File: config.mk
export PLATFORM = sky130hd
export DESIGN_NAME = ps2_key_decoder_flat
export DESIGN_NICKNAME = d
export VERILOG_FILES = /design/src/rtl/ps2_pkg.sv /design/src/rtl/ps2_key_decoder_if.sv /design/src/rtl/ps2_rx_frame.sv /design/src/rtl/ps2_key_decoder.sv /design/src/flat_wrapper.sv
export SDC_FILE = /design/constraint.sdc
export NUM_CORES = 1
export LEC_CHECK = 0
export CORE_ASPECT_RATIO = 0.5
export CORE_MARGIN = 10
export CORE_UTILIZATION = 30
export DETAILED_ROUTE_END_ITERATION = 8
export MAX_ROUTING_LAYER = met4
export SETUP_SLACK_MARGIN = 0.05
export SLEW_MARGIN = 20
export SYNTH_ARGS = -nofsm -noshare
export SYNTH_HDL_FRONTEND = slang
export SYNTH_SLANG_ARGS = --single-unit
File: constraint.sdc
create_clock -name clk -period 2.97 [get_ports clk]
set_input_delay 0.594 -clock clk [delete_from_list [all_inputs] [get_ports clk]]
set_output_delay 0.594 -clock clk [all_outputs]
set_load 0.005 [all_outputs]
File: src/rtl/ps2_pkg.sv
// Shared PS/2 Set-2 code constants and the receive-frame state type.
package ps2_pkg;

  localparam logic [7:0] PS2_EXT    = 8'hE0;
  localparam logic [7:0] PS2_REL    = 8'hF0;
  localparam logic [7:0] PS2_PAUSE  = 8'hE1;
  localparam logic [7:0] PS2_BAT_OK = 8'hAA;
  localparam logic [7:0] PS2_ACK    = 8'hFA;
  localparam logic [7:0] PS2_RESEND = 8'hFE;
  localparam logic [7:0] PS2_ECHO   = 8'hEE;
  localparam logic [7:0] PS2_ERR0   = 8'h00;
  localparam logic [7:0] PS2_ERR1   = 8'hFF;

  // Bytes swallowed after E1 before the single Pause event is emitted.
  localparam logic [2:0] PAUSE_SKIP = 3'd7;

  typedef enum logic [1:0] {
    ST_IDLE   = 2'd0,
    ST_DATA   = 2'd1,
    ST_PARITY = 2'd2,
    ST_STOP   = 2'd3
  } frame_state_e;

  // Controller replies carry no key information and cancel pending prefixes.
  function automatic logic is_reply(input logic [7:0] b);
    return (b == PS2_BAT_OK) || (b == PS2_ACK) || (b == PS2_RESEND) ||
           (b == PS2_ECHO) || (b == PS2_ERR0) || (b == PS2_ERR1);
  endfunction

endpackage

File: src/rtl/ps2_key_decoder_if.sv
// Bundle between the PS/2 pins/keyboard matrix side and the key decoder.
// Signalling: ps2_clk/ps2_data are raw asynchronous levels. rx_valid, rx_error
// and key_strobe are single-cycle pulses with no back-pressure (no ready); the
// consumer must take rx_byte / ps2_key in the cycle the pulse is high.
// rx_state exposes the frame FSM state for observation.
interface ps2_key_decoder_if;
  import ps2_pkg::*;

  logic         ps2_clk;
  logic         ps2_data;
  logic [10:0]  ps2_key;
  logic         key_strobe;
  logic [7:0]   rx_byte;
  logic         rx_valid;
  logic         rx_error;
  frame_state_e rx_state;

  modport master (
    output ps2_clk, ps2_data,
    input  ps2_key, key_strobe, rx_byte, rx_valid, rx_error, rx_state
  );

  modport slave (
    input  ps2_clk, ps2_data,
    output ps2_key, key_strobe, rx_byte, rx_valid, rx_error, rx_state
  );
endinterface

File: src/rtl/ps2_rx_frame.sv
// PS/2 byte receiver: synchroniser, glitch filter, clock-fall detect,
// 11-bit frame FSM with odd-parity/stop check and a mid-frame timeout.
module ps2_rx_frame
  import ps2_pkg::*;
#(
  parameter int FILTER_LEN = 8,
  parameter int TIMEOUT    = 65536
) (
  input  logic         clk,
  input  logic         rst_n,
  input  logic         ps2_clk,
  input  logic         ps2_data,
  output logic [7:0]   rx_byte,
  output logic         rx_valid,
  output logic         rx_error,
  output frame_state_e state
);

  localparam int FW = $clog2(FILTER_LEN + 1);
  localparam int TW = $clog2(TIMEOUT + 1);

  // Index 0 carries ps2_clk, index 1 carries ps2_data.
  logic [1:0]    sync1_q, sync2_q;
  logic [1:0]    filt_q, filt_d;
  logic [FW-1:0] fcnt_q [2];
  logic [FW-1:0] fcnt_d [2];
  logic          clk_prev_q;
  logic          fall;

  frame_state_e  state_q, state_d;
  logic [2:0]    bit_cnt_q, bit_cnt_d;
  logic [7:0]    shift_q, shift_d;
  logic          par_q, par_d;
  logic [7:0]    rx_byte_q, rx_byte_d;
  logic          rx_valid_q, rx_valid_d;
  logic          rx_error_q, rx_error_d;
  logic [TW-1:0] tmo_q, tmo_d;

  // A filtered level only flips after FILTER_LEN consecutive opposite samples.
  always_comb begin
    for (int i = 0; i < 2; i++) begin
      filt_d[i] = filt_q[i];
      fcnt_d[i] = '0;
      if (sync2_q[i] != filt_q[i]) begin
        if (fcnt_q[i] == FW'(FILTER_LEN - 1)) begin
          filt_d[i] = sync2_q[i];
        end else begin
          fcnt_d[i] = fcnt_q[i] + 1'b1;
        end
      end
    end
  end

  assign fall = clk_prev_q & ~filt_q[0];

  // Frame FSM and timeout: one step per filtered ps2_clk fall.
  always_comb begin
    state_d    = state_q;
    bit_cnt_d  = bit_cnt_q;
    shift_d    = shift_q;
    par_d      = par_q;
    rx_byte_d  = rx_byte_q;
    rx_valid_d = 1'b0;
    rx_error_d = 1'b0;
    tmo_d      = tmo_q;

    if (fall || state_q == ST_IDLE) begin
      tmo_d = '0;
    end else if (tmo_q != TW'(TIMEOUT)) begin
      tmo_d = tmo_q + 1'b1;
    end

    if (fall) begin
      unique case (state_q)
        ST_IDLE: begin
          if (!filt_q[1]) begin
            state_d   = ST_DATA;
            bit_cnt_d = '0;
          end
        end
        ST_DATA: begin
          shift_d = {filt_q[1], shift_q[7:1]};
          if (bit_cnt_q == 3'd7) state_d = ST_PARITY;
          else                   bit_cnt_d = bit_cnt_q + 1'b1;
        end
        ST_PARITY: begin
          par_d   = filt_q[1];
          state_d = ST_STOP;
        end
        ST_STOP: begin
          if ((^{par_q, shift_q}) && filt_q[1]) begin
            rx_valid_d = 1'b1;
            rx_byte_d  = shift_q;
          end else begin
            rx_error_d = 1'b1;
          end
          state_d = ST_IDLE;
        end
        default: state_d = ST_IDLE;
      endcase
    end else if (state_q != ST_IDLE && tmo_q == TW'(TIMEOUT)) begin
      rx_error_d = 1'b1;
      state_d    = ST_IDLE;
    end
  end

  // Registers; both filters preload to the idle-high bus level.
  always_ff @(posedge clk or negedge rst_n) begin
    if (!rst_n) begin
      sync1_q    <= 2'b11;
      sync2_q    <= 2'b11;
      filt_q     <= 2'b11;
      fcnt_q[0]  <= '0;
      fcnt_q[1]  <= '0;
      clk_prev_q <= 1'b1;
      state_q    <= ST_IDLE;
      bit_cnt_q  <= '0;
      shift_q    <= '0;
      par_q      <= 1'b0;
      rx_byte_q  <= '0;
      rx_valid_q <= 1'b0;
      rx_error_q <= 1'b0;
      tmo_q      <= '0;
    end else begin
      sync1_q    <= {ps2_data, ps2_clk};
      sync2_q    <= sync1_q;
      filt_q     <= filt_d;
      fcnt_q[0]  <= fcnt_d[0];
      fcnt_q[1]  <= fcnt_d[1];
      clk_prev_q <= filt_q[0];
      state_q    <= state_d;
      bit_cnt_q  <= bit_cnt_d;
      shift_q    <= shift_d;
      par_q      <= par_d;
      rx_byte_q  <= rx_byte_d;
      rx_valid_q <= rx_valid_d;
      rx_error_q <= rx_error_d;
      tmo_q      <= tmo_d;
    end
  end

  assign rx_byte  = rx_byte_q;
  assign rx_valid = rx_valid_q;
  assign rx_error = rx_error_q;
  assign state    = state_q;

endmodule

File: src/rtl/ps2_key_decoder.sv
// Folds E0/F0/E1 prefixes from the PS/2 byte stream into one 11-bit key event.
module ps2_key_decoder
  import ps2_pkg::*;
#(
  parameter int FILTER_LEN = 8,
  parameter int TIMEOUT    = 65536
) (
  input logic               clk,
  input logic               reset_n,
  ps2_key_decoder_if.slave  bus
);

  logic [7:0]   rx_byte;
  logic         rx_valid;
  logic         rx_error;
  frame_state_e rx_state;

  logic         ext_q, ext_d;
  logic         rel_q, rel_d;
  logic [2:0]   skip_q, skip_d;
  logic [10:0]  key_q, key_d;
  logic         strobe_q, strobe_d;

  ps2_rx_frame #(
    .FILTER_LEN (FILTER_LEN),
    .TIMEOUT    (TIMEOUT)
  ) u_rx (
    .clk      (clk),
    .rst_n    (reset_n),
    .ps2_clk  (bus.ps2_clk),
    .ps2_data (bus.ps2_data),
    .rx_byte  (rx_byte),
    .rx_valid (rx_valid),
    .rx_error (rx_error),
    .state    (rx_state)
  );

  // Prefix tracking and event generation for each received byte.
  always_comb begin
    ext_d    = ext_q;
    rel_d    = rel_q;
    skip_d   = skip_q;
    key_d    = key_q;
    strobe_d = 1'b0;

    if (rx_error) begin
      ext_d  = 1'b0;
      rel_d  = 1'b0;
      skip_d = '0;
    end else if (rx_valid) begin
      if (skip_q != '0) begin
        // Inside the Pause sequence: swallow, emit a single press at the end.
        skip_d = skip_q - 1'b1;
        if (skip_q == 3'd1) begin
          key_d    = {~key_q[10], 1'b1, 1'b0, PS2_PAUSE};
          strobe_d = 1'b1;
          ext_d    = 1'b0;
          rel_d    = 1'b0;
        end
      end else if (rx_byte == PS2_EXT) begin
        ext_d = 1'b1;
      end else if (rx_byte == PS2_REL) begin
        rel_d = 1'b1;
      end else if (rx_byte == PS2_PAUSE) begin
        skip_d = PAUSE_SKIP;
      end else if (is_reply(rx_byte)) begin
        ext_d = 1'b0;
        rel_d = 1'b0;
      end else begin
        key_d    = {~key_q[10], ~rel_q, ext_q, rx_byte};
        strobe_d = 1'b1;
        ext_d    = 1'b0;
        rel_d    = 1'b0;
      end
    end
  end

  // Prefix flags and the event register.
  always_ff @(posedge clk or negedge reset_n) begin
    if (!reset_n) begin
      ext_q    <= 1'b0;
      rel_q    <= 1'b0;
      skip_q   <= '0;
      key_q    <= '0;
      strobe_q <= 1'b0;
    end else begin
      ext_q    <= ext_d;
      rel_q    <= rel_d;
      skip_q   <= skip_d;
      key_q    <= key_d;
      strobe_q <= strobe_d;
    end
  end

  assign bus.ps2_key    = key_q;
  assign bus.key_strobe = strobe_q;
  assign bus.rx_byte    = rx_byte;
  assign bus.rx_valid   = rx_valid;
  assign bus.rx_error   = rx_error;
  assign bus.rx_state   = rx_state;

endmodule
File: src/flat_wrapper.sv
// flat-port wrapper written by rule: the top's interface ports become plain ports
module ps2_key_decoder_flat import ps2_pkg::*;
#(
  parameter int FILTER_LEN = 8,
  parameter int TIMEOUT    = 65536
)
  (clk, reset_n, bus_ps2_clk, bus_ps2_data, bus_ps2_key, bus_key_strobe, bus_rx_byte, bus_rx_valid, bus_rx_error, bus_rx_state);
  ps2_key_decoder_if bus_i ();
  input logic clk;
  input logic reset_n;
  input wire logic [$bits(bus_i.ps2_clk)-1:0] bus_ps2_clk;
  input wire logic [$bits(bus_i.ps2_data)-1:0] bus_ps2_data;
  output wire logic [$bits(bus_i.ps2_key)-1:0] bus_ps2_key;
  output wire logic [$bits(bus_i.key_strobe)-1:0] bus_key_strobe;
  output wire logic [$bits(bus_i.rx_byte)-1:0] bus_rx_byte;
  output wire logic [$bits(bus_i.rx_valid)-1:0] bus_rx_valid;
  output wire logic [$bits(bus_i.rx_error)-1:0] bus_rx_error;
  output wire logic [$bits(bus_i.rx_state)-1:0] bus_rx_state;
  assign bus_i.ps2_clk = bus_ps2_clk;
  assign bus_i.ps2_data = bus_ps2_data;
  assign bus_ps2_key = bus_i.ps2_key;
  assign bus_key_strobe = bus_i.key_strobe;
  assign bus_rx_byte = bus_i.rx_byte;
  assign bus_rx_valid = bus_i.rx_valid;
  assign bus_rx_error = bus_i.rx_error;
  assign bus_rx_state = bus_i.rx_state;
  ps2_key_decoder #(.FILTER_LEN(FILTER_LEN), .TIMEOUT(TIMEOUT)) u_core (.clk(clk), .reset_n(reset_n), .bus(bus_i));
endmodule
-- Word-level counts from Yosys, hierarchy flattened
Index checks and enable logic that the tools add are counted.
- word-level logic and storage cells: 146
- memory bits (writable): 0
- bits in read-only memories: 0
- bits in registers: 73
- memories kept: 0
- bits in latches: 0
- output and inout port bits: 24
- shift operators: 0
- muxes and demuxes: 53
- bitwise operators: 5
- reductions and logical operators: 29
- equality and inequality tests: 34
- add/sub/neg operators: 5
- multiply operators: 0
- div/mod/pow operators: 0
- magnitude comparators: 0
- operators by type and width (operator ; number):
    11-bit 2-to-1 mux ; 6
    8-bit == test, second input constant ; 8
    17-bit 2-to-1 mux ; 2
    1-bit 2-to-1 mux ; 27
    3-bit 2-to-1 mux ; 8
    17-bit by 1-bit adder with 17-bit output, second input constant ; 1
    17-bit == test, second input constant ; 1
    17-bit inequality test, second input constant ; 1
    4-bit 2-to-1 mux ; 4
    4-bit AND reduction ; 4
    4-bit by 2-bit inequality test with 1-bit output, second input constant ; 3
    2-bit nonzero test ; 5
    3-bit inequality test, second input constant ; 3
    9-bit parity ; 1
    4-bit by 1-bit adder with 4-bit output, second input constant ; 2
    4-bit by 3-bit == test with 1-bit output, second input constant ; 2
    8-bit zero test ; 1
    2-bit 2-to-1 mux ; 4
    2-bit by 1-bit inequality test with 1-bit output, second input constant ; 4
    2-bit one-hot mux with 4 select lines ; 1
    2-bit AND reduction ; 4
    7-bit AND reduction ; 1
    1-bit logical OR ; 6
    2-bit inequality test, second input constant ; 3
    15 further kinds ; 24

-- Logic depth before layout (Yosys ltp)
Gate-level depths: netlist (run 1).
- word-level depth: 13
- gate-level depth with buffers: 7
- gate-level depth less buffers: 7

-- Hierarchy
Synthesis (run 1) repeated with hierarchy kept, for this count alone.
- cell total of the unflattened synthesis: 315
- area, all modules: 3489.6 sq um
- modules (own cells, without submodules) (module ; seq. area each (sq um) ; cells each ; area an instance (sq um) ; instances):
    ps2_rx_frame ; 1410.1 ; 226 ; 2598.7 ; 1
    ps2_key_decoder ; 425.4 ; 89 ; 890.9 ; 1

-- Least setup slack after synthesis (run 1)
No wires, ideal clock.
- kind: flip-flop to flip-flop
- start: register u_core.skip_q[0]
- end: register u_core.key_q[5] (netlist: u_core.bus.ps2_key[5])
- data required time: 2.847 ns
- path slack: 1.125 ns
- arrival time: 1.722 ns
- stages on the path, launching flop included: 8
- path through: dfrtp_1 inv_1 ha_1 nor2b_1 o31a_1 clkbuf_1 nand3_1 o221a_2
- word-level cells in the longest chain between the ends: 3
- elaborated cells on any way between the ends: 9
- classes of those cells: eq/ne (6); mux (1); reduce/logical (2)
- RTL lines (item ; RTL line ; source):
    start: declaration ; ps2_key_decoder.sv:20 ; logic [2:0] skip_q, skip_d;
    start signal: assignment ; ps2_key_decoder.sv:89 ; skip_q <= skip_d;
    3-bit by 1-bit == test with 1-bit output or 3-bit nonzero test (tied branches) ; ps2_key_decoder.sv:54, ps2_key_decoder.sv:51 ;
    2-bit inequality test (no line) or 2-bit by 1-bit inequality test with 1-bit output (tied branches) ; -- ;
    7-bit AND reduction (no line) ; -- ;
    end signal: assignment ; ps2_key_decoder.sv:90 ; key_q <= key_d;
    end: declaration ; ps2_key_decoder.sv:21 ; logic [10:0] key_q, key_d;
Several ways; a longest one is shown, not always the timed one.
A chain may end at the register's enable or synchronous reset.

-- Final worst setup path (run 1)
- start: register u_core.skip_q[0]
- end: register u_core.key_q[0] (netlist: u_core.bus.ps2_key[0])
The elaborated chain is that of the path after synthesis.

==> results of run 1 <==
==> power by group through the flow <==
stage | sequential [W] | combinational (W) | clock (W)
after detailed placement | 0.00121 | 0.000415 | 0
after floorplan | 0.00118 | 0.000320 | 0
after global placement | 0.00120 | 0.000413 | 0
after CTS | 0.00119 | 0.000418 | 0.00128
final | 0.00119 | 0.000408 | 0.00125
after global routing | 0.00120 | 0.000471 | 0.00132
==> cells by family (layout without fill, tap and decap cells) <==
kind of cell | after synthesis | after routing | synth area share [%]
simple gates | 112 | 112 | 16.16
buf+inv | 18 | 56 | 1.998
mux | 20 | 20 | 6.386
compound gates | 64 | 64 | 12.13
xor+xnor | 23 | 23 | 6.351
flops | 73 | 73 | 52.34
fa+ha+maj | 13 | 13 | 4.638
==> worst reg2reg max path: stages, from the launching register on <==
cell	delay, ns
dfrtp_1	0.40
inv_1	0.09
ha_1	0.22
nor2b_1	0.33
o31ai_1	0.21
nor3_1	0.71
a211oi_1	0.17
==> final cells by class <==
cell class | instances | area [sq um] | area share (%)
Timing Repair Buffer | 27 | 267.8 | 6.230
Clock inverter | 5 | 102.6 | 2.387
Inverter | 13 | 48.80 | 1.135
Multi-Input combinational cell | 232 | 1602 | 37.26
Tap cell | 159 | 198.9 | 4.629
Clock buffer | 11 | 242.7 | 5.648
Sequential cell | 73 | 1836 | 42.71
==> per-stage QoR <==
stage | instance area (sq um) | power [W]
2_1_floorplan | 3507 | 0.001495
3_3_place_gp | 3953 | 0.001616
3_5_place_dp | 3953 | 0.001623
4_1_cts | 4298 | 0.002888
5_1_grt | 4298 | 0.002997
6_report | 4298 | 0.002844
==> layout by cell type, fill, tap and decap left out, types with 10 or more instances in the layout <==
cell and instances:
nand2_1 27, o21ai_0 17, inv_1 13, ha_1 13, xnor2_1 14, mux2_2 19
dfrtp_1 66, nor3_1 10, nor2_1 29, clkdlybuf4s50_1 26, a21oi_1 18, nand3_1 11
==> how the worst max path moves through the flow <==
stage | depth (start not counted) | end | slack, ns | from
2_1_floorplan | 7 | u_core.bus.ps2_key[5] | 1.13 | u_core.skip_q[0]
3_3_place_gp | 7 | u_core.u_rx.state[1] | 0.79 | u_core.u_rx.state[0]
3_5_place_dp | 6 | u_core.bus.ps2_key[9] | 0.71 | u_core.skip_q[0]
4_1_cts | 6 | u_core.bus.ps2_key[9] | 0.70 | u_core.skip_q[0]
5_1_grt | 6 | u_core.bus.ps2_key[2] | 0.48 | u_core.skip_q[0]
6_report | 6 | u_core.bus.ps2_key[0] | 0.70 | u_core.skip_q[0]
==> layer usage <==
layer | vias to the layer above | global-route usage [%]
met1 | 1186 | 10.83
met2 | 28 | 14.24
met5 | - | -
li1 | 1235 | -
met3 | 10 | 3.754
met4 | 0 | 3.706
==> sequential cells by signal (all words and copies together), names as in the netlist <==
| name | count |
|---|---|
| u_core.u_rx.rx_valid | 1 |
| u_core.u_rx.rx_error | 1 |
| u_core.u_rx.state | 2 |
| u_core.bus.key_strobe | 1 |
| u_core.u_rx.rx_byte | 8 |
| u_core.u_rx.par_q | 1 |
| u_core.rel_q | 1 |
| u_core.u_rx.shift_q | 8 |
| u_core.u_rx.bit_cnt_q | 3 |
| u_core.bus.ps2_key | 11 |
| u_core.u_rx.clk_prev_q | 1 |
| u_core.ext_q | 1 |
| u_core.u_rx.filt_q | 2 |
| u_core.u_rx.sync2_q | 2 |
| u_core.u_rx.tmo_q | 17 |
| u_core.u_rx.sync1_q | 2 |
| u_core.skip_q | 3 |
| u_core.u_rx.fcnt_q | 8 |
==> impl_metrics.yaml, run 1 <==
run_status:
  outcome: "finished, final reports clean"
logic_synthesis:
  synthFlopType: "dfrtp_1"
  syn_inst: 323
  synth_most_common_cell: "dfrtp_1"
  synth_top_area_share_pct: 47.09
  synth_edf_count: 0
  async_reset_ff_share_pct: 100.0
  ys_top_cells_by_count: "dfrtp_1, nor2_1, nand2_1"
  avgSynthCellArea_sq_um: 10.86
  yosysWarnings: 0
  synth_nets: 340
  synth_largest_area_cell: "dfrtp_1"
  ys_seq_area_share_pct: 52.34
  syn_area_sq_mm: 0.003507
  synth_cell_types: 49
  ys_ff_latch: 73
  ys_top_cells_by_area: "dfrtp_1, mux2_2, dfstp_2"
clock_network:
  clockBufferDepth: 2
  cts_made_buffers: 9
  cts_resized: 0
  postCtsSetupBuffers: 0
  clock_latency_ns: 0.34
  cts_tree: "yes"
  path_clk_slew_ns: 0.05
  htreeDepth: 3
  clkSinkCount: 73
  cts_root_buf: "clkbuf_16"
  postCtsHoldBufs: 0
hold_path:
  holdCritStartpoint: "u_core.u_rx.sync1_q[0]"
  holdPathStages: 0
  min_path_type: "reg -> reg"
  hold-path-endpoint: "u_core.u_rx.sync2_q[0]"
placed_design:
  gp_congestion: 0.7509
  pre_cts_ws_ns: 0.7120
  placed_cells: 504
  numPortBuffers: 27
  hpwl_microns: 4785
timing:
  worst_slack_ns: 0.6962
  fin_crit_sh_pct: 76.56
  worst_pin_slew_ns: 0.9143
  final_hold_viol_count: 0
  fmax_mhz: 439.8
  fin_skew_ns: 0.004646
  setup_viol: 0
  rsz0062_at_grt: "false"
  fin_crit_ns: 2.274
  relSlewSlack_pct: 39.04
  slew_viol_final: 0
  finalSetupTns_ns: 0
  whs_ns: 0.3541
global_route:
  grt_max_degree: 74
  grt_overflow: 0
  grt_use_total_pct: 9.274
  grt_pass1_wl_microns: 12090
  grt_pass1_vias: 2414
  antenna_found_initial: 0
drt:
  via_per_inst: 4.729
  wl_met3_microns: 351
  ant_nets: 0
  met2_length_microns: 3071
  routedWlPerCell_microns: 13.37
  vias: 2459
  wl_met1_microns: 3425
  top_layer: "met4"
  drt_iter0_drc: 136
  drc_errors: 0
  first_pass_iters: 4
  wl_microns: 6953
pwr:
  comb_power_share_pct: 14.3
  p_leak_nw: 1.850
  p_sw_share_pct: 25.84
  p_sw_w: 0.0007348
  irDropWorstVdd_mv: 0.2956
  power_density_mw_per_mm2: 661.7
  pwr-share-seq_pct: 41.9
  clkPwrFrac_pct: 43.8
  p_int_w: 0.002109
run:
  drv_cap: 0
cells_and_area:
  area_delta_synth_final_pct: 22.55
  nets: 373
  final_util_pct: 38.32
  fillers: 1108
  n_antenna_cell: 0
  drive_gt1_share_pct: 13.85
  fin_cells: 520
die:
  core-area_sq_mm: 0.01122
  pin_count: 28
  rows: 27
  dieWidth_microns: 172.9
  start_util_pct: 31.27
  die_area_sq_mm: 0.01668
  die_y_microns: 96.46
worst_setup_path:
  critPathTopFamily: "simple AND/OR/NAND/NOR gates"
  max_stage_delay_ns: 0.71
  worst_setup_path_start_kind: "flop"
  reg2reg_from: "u_core.skip_q[0]"
  critPathMaxFanout: 7
  end_kind: "flop"
  cpMaxStageDelayCell: "nor3_1"
  reg2reg_slack_ns: 0.70
  critPathBufInv: 1
  critical_path_required_ns: 3.15
  cp_cell_sequence: "inv_1 -> ha_1 -> nor2b_1 -> o31ai_1 -> nor3_1 -> a211oi_1"
  critPathKind: "reg -> reg"
  crit_arrival_ns: 2.45
  r2r-end: "u_core.bus.ps2_key[0]"
  r2r.worst_path.cells: 6
No activity file was read; power rests on OpenSTA's default activity.
==> run 2: changes to the inputs <==
==> constraint.sdc (replaced) <==
create_clock -name clk -period 2.34 [get_ports clk]
set_input_delay 0.468 -clock clk [delete_from_list [all_inputs] [get_ports clk]]
set_output_delay 0.468 -clock clk [all_outputs]
set_load 0.005 [all_outputs]
==> run 2 against run 1 <==
Compared with the run above:
- die area unchanged
- fmax increased by 9.5%
- worst hold slack got worse by 0.24 ns
- cell area increased by 0.82%
- first-iteration DRC count increased by 55%
- via count increased by 1.6%
- non-clock buffer count increased by 4
- critical path depth unchanged
- count of clock-buffer cells in the layout decreased by 2
- global-route usage increased by 0.16 points
==> impl_metrics.yaml, run 2 (synthesized netlist as in run 1, its figures left out) <==
run_status:
  outcome: "finished, final reports clean"
drt:
  drc_errors: 0
  ant_nets: 0
  drt_iter0_drc: 211
  first_pass_iters: 4
  routedWlPerCell_microns: 13.56
  via_per_inst: 4.776
  vias: 2498
  wl_microns: 7091
clock_network:
  cts_made_buffers: 9
  cts_resized: 0
  clockBufferDepth: 2
  cts_root_buf: "clkbuf_16"
  clock_latency_ns: 0.34
  clkSinkCount: 73
  htreeDepth: 3
  cts_tree: "yes"
  postCtsSetupBuffers: 0
  postCtsHoldBufs: 0
  path_clk_slew_ns: 0.06
worst_setup_path:
  critPathKind: "reg -> reg"
  startpoint: "u_core.skip_q[0]"
  crit_arrival_ns: 2.30
  worst_setup_path_start_kind: "flop"
  reg2reg_from: "u_core.skip_q[0]"
  r2r.worst_path.cells: 6
  end_kind: "flop"
  cpMaxStageDelayCell: "o31a_1"
  critical_path_required_ns: 2.56
  max_stage_delay_ns: 0.42
  reg2reg_slack_ns: 0.26
  critPathTopFamily: "compound AO/OA/AOI/OAI gates"
  cp_cell_sequence: "inv_1 -> ha_1 -> nor2b_1 -> o31a_1 -> nand3_1 -> o221a_2"
  critPathBufInv: 1
  critPathMaxFanout: 9
  r2r-end: "u_core.bus.ps2_key[5]"
timing:
  finalSetupTns_ns: 0
  fin_crit_ns: 2.076
  fin_skew_ns: 0.007781
  slew_viol_final: 0
  relSlewSlack_pct: 54.46
  worst_slack_ns: 0.2643
  final_hold_viol_count: 0
  fin_crit_sh_pct: 88.70
  worst_pin_slew_ns: 0.6786
  setup_viol: 0
  rsz0062_at_grt: "false"
  whs_ns: 0.1119
  fmax_mhz: 481.8
global_route:
  grt_use_total_pct: 9.434
  antenna_found_initial: 0
  grt_overflow: 0
  grt_pass1_vias: 2577
  grt_pass1_wl_microns: 12390
  grt_max_degree: 41
placed_design:
  pre_cts_ws_ns: 0.06929
  numPortBuffers: 27
  hpwl_microns: 4931
  gp_congestion: 0.7973
cells_and_area:
  n_antenna_cell: 0
  regMostFlops: "u_core.u_rx.tmo_q"
  final_util_pct: 38.63
  area_delta_synth_final_pct: 23.55
  fillers: 1090
  layout_commonest_cell: "dfrtp_1"
  drive_gt1_share_pct: 15.11
  nets: 377
  largest_reg_flops: 17
  layout_common_cells: "dfrtp_1, nor2_1, nand2_1, clkdlybuf4s50_1, mux2_2"
die:
  pin_count: 28
  die_y_microns: 96.46
  rows: 27
  start_util_pct: 31.27
  die_area_sq_mm: 0.01668
  core-area_sq_mm: 0.01122
  dieWidth_microns: 172.9
pwr:
  p_leak_nw: 1.870
  irDropWorstVdd_mv: 0.3673
  power_density_mw_per_mm2: 831.0
hold_path:
  min_path_type: "in -> async"
run:
  drv_cap: 0
[run 2: cell types whose count changed in the layout (fill, tap and decap cells not counted)]
cell	before	now
buf_4	1	4
buf_12	0	1
clkbuf_1	1	0
clkbuf_8	1	0
clkinv_2	1	2
nor3_1	10	9
nor3_2	0	1
[run 2: worst max-delay path by stage]
stage	depth (start not counted)	to	slack (ns)
4_1_cts	6	u_core.bus.ps2_key[4]	0.07
3_5_place_dp	6	u_core.bus.ps2_key[3]	0.07
6_report	6	u_core.bus.ps2_key[5]	0.26
2_1_floorplan	7	u_core.bus.ps2_key[5]	0.50
3_3_place_gp	6	u_core.bus.ps2_key[0]	0.15
5_1_grt	6	u_core.bus.ps2_key[6]	0.06
[run 2: final cells by class]
cell class	instances	area, sq um	area share (%)
Clock buffer	9	225.2	5.198
Clock inverter	6	107.6	2.483
Inverter	13	48.80	1.126
Multi-Input combinational cell	232	1607	37.08
Sequential cell	73	1836	42.36
Tap cell	159	198.9	4.591
Timing Repair Buffer	31	310.3	7.161
[run 2: worst reg2reg max path, cell delays in order, from the launching register on]
cell     delay, ns
dfrtp_1       0.40
inv_1         0.09
ha_1          0.22
nor2b_1       0.32
o31a_1        0.42
nand3_1       0.22
o221a_2       0.30
[run 2: layer usage]
| metal | global-route usage [%] | share of wire [%] | vias to the layer above |
|---|---|---|---|
| met4 | 4.134 | 1.6 | 0 |
| met2 | 15.20 | 46 | 41 |
| li1 | - | - | 1236 |
| met5 | - | 0 | - |
| met1 | 10.43 | 47 | 1207 |
| met3 | 3.715 | 5.1 | 14 |
[run 2: power by group]
part           total [W]  switching (W)  leakage [nW]  internal [W]
Sequential       0.00151       0.000115         0.986       0.00140
Combinational   0.000540       0.000307         0.723      0.000233
Clock            0.00155       0.000520         0.161       0.00103
Total            0.00360       0.000942          1.87       0.00266
[run 2: metrics by stage]
step,power [W],instance area (sq um),instances
6_report,0.003601,4333,523
5_1_grt,0.003803,4333,523
4_1_cts,0.003658,4328,523
3_5_place_dp,0.002078,3995,508
3_3_place_gp,0.002077,3995,508
2_1_floorplan,0.001898,3507,323
==> run 3: changes to the inputs <==
--- a/config.mk
+++ b/config.mk
@@ -11,7 +11,7 @@
 export DETAILED_ROUTE_END_ITERATION = 8
 export MAX_ROUTING_LAYER = met4
 export SETUP_SLACK_MARGIN = 0.05
-export SLEW_MARGIN = 20
+export SLEW_MARGIN = 0
 export SYNTH_ARGS = -nofsm -noshare
 export SYNTH_HDL_FRONTEND = slang
 export SYNTH_SLANG_ARGS = --single-unit
==> results of run 3 <==
No change in the layout: final DEF, timing and power equal those of run 2.
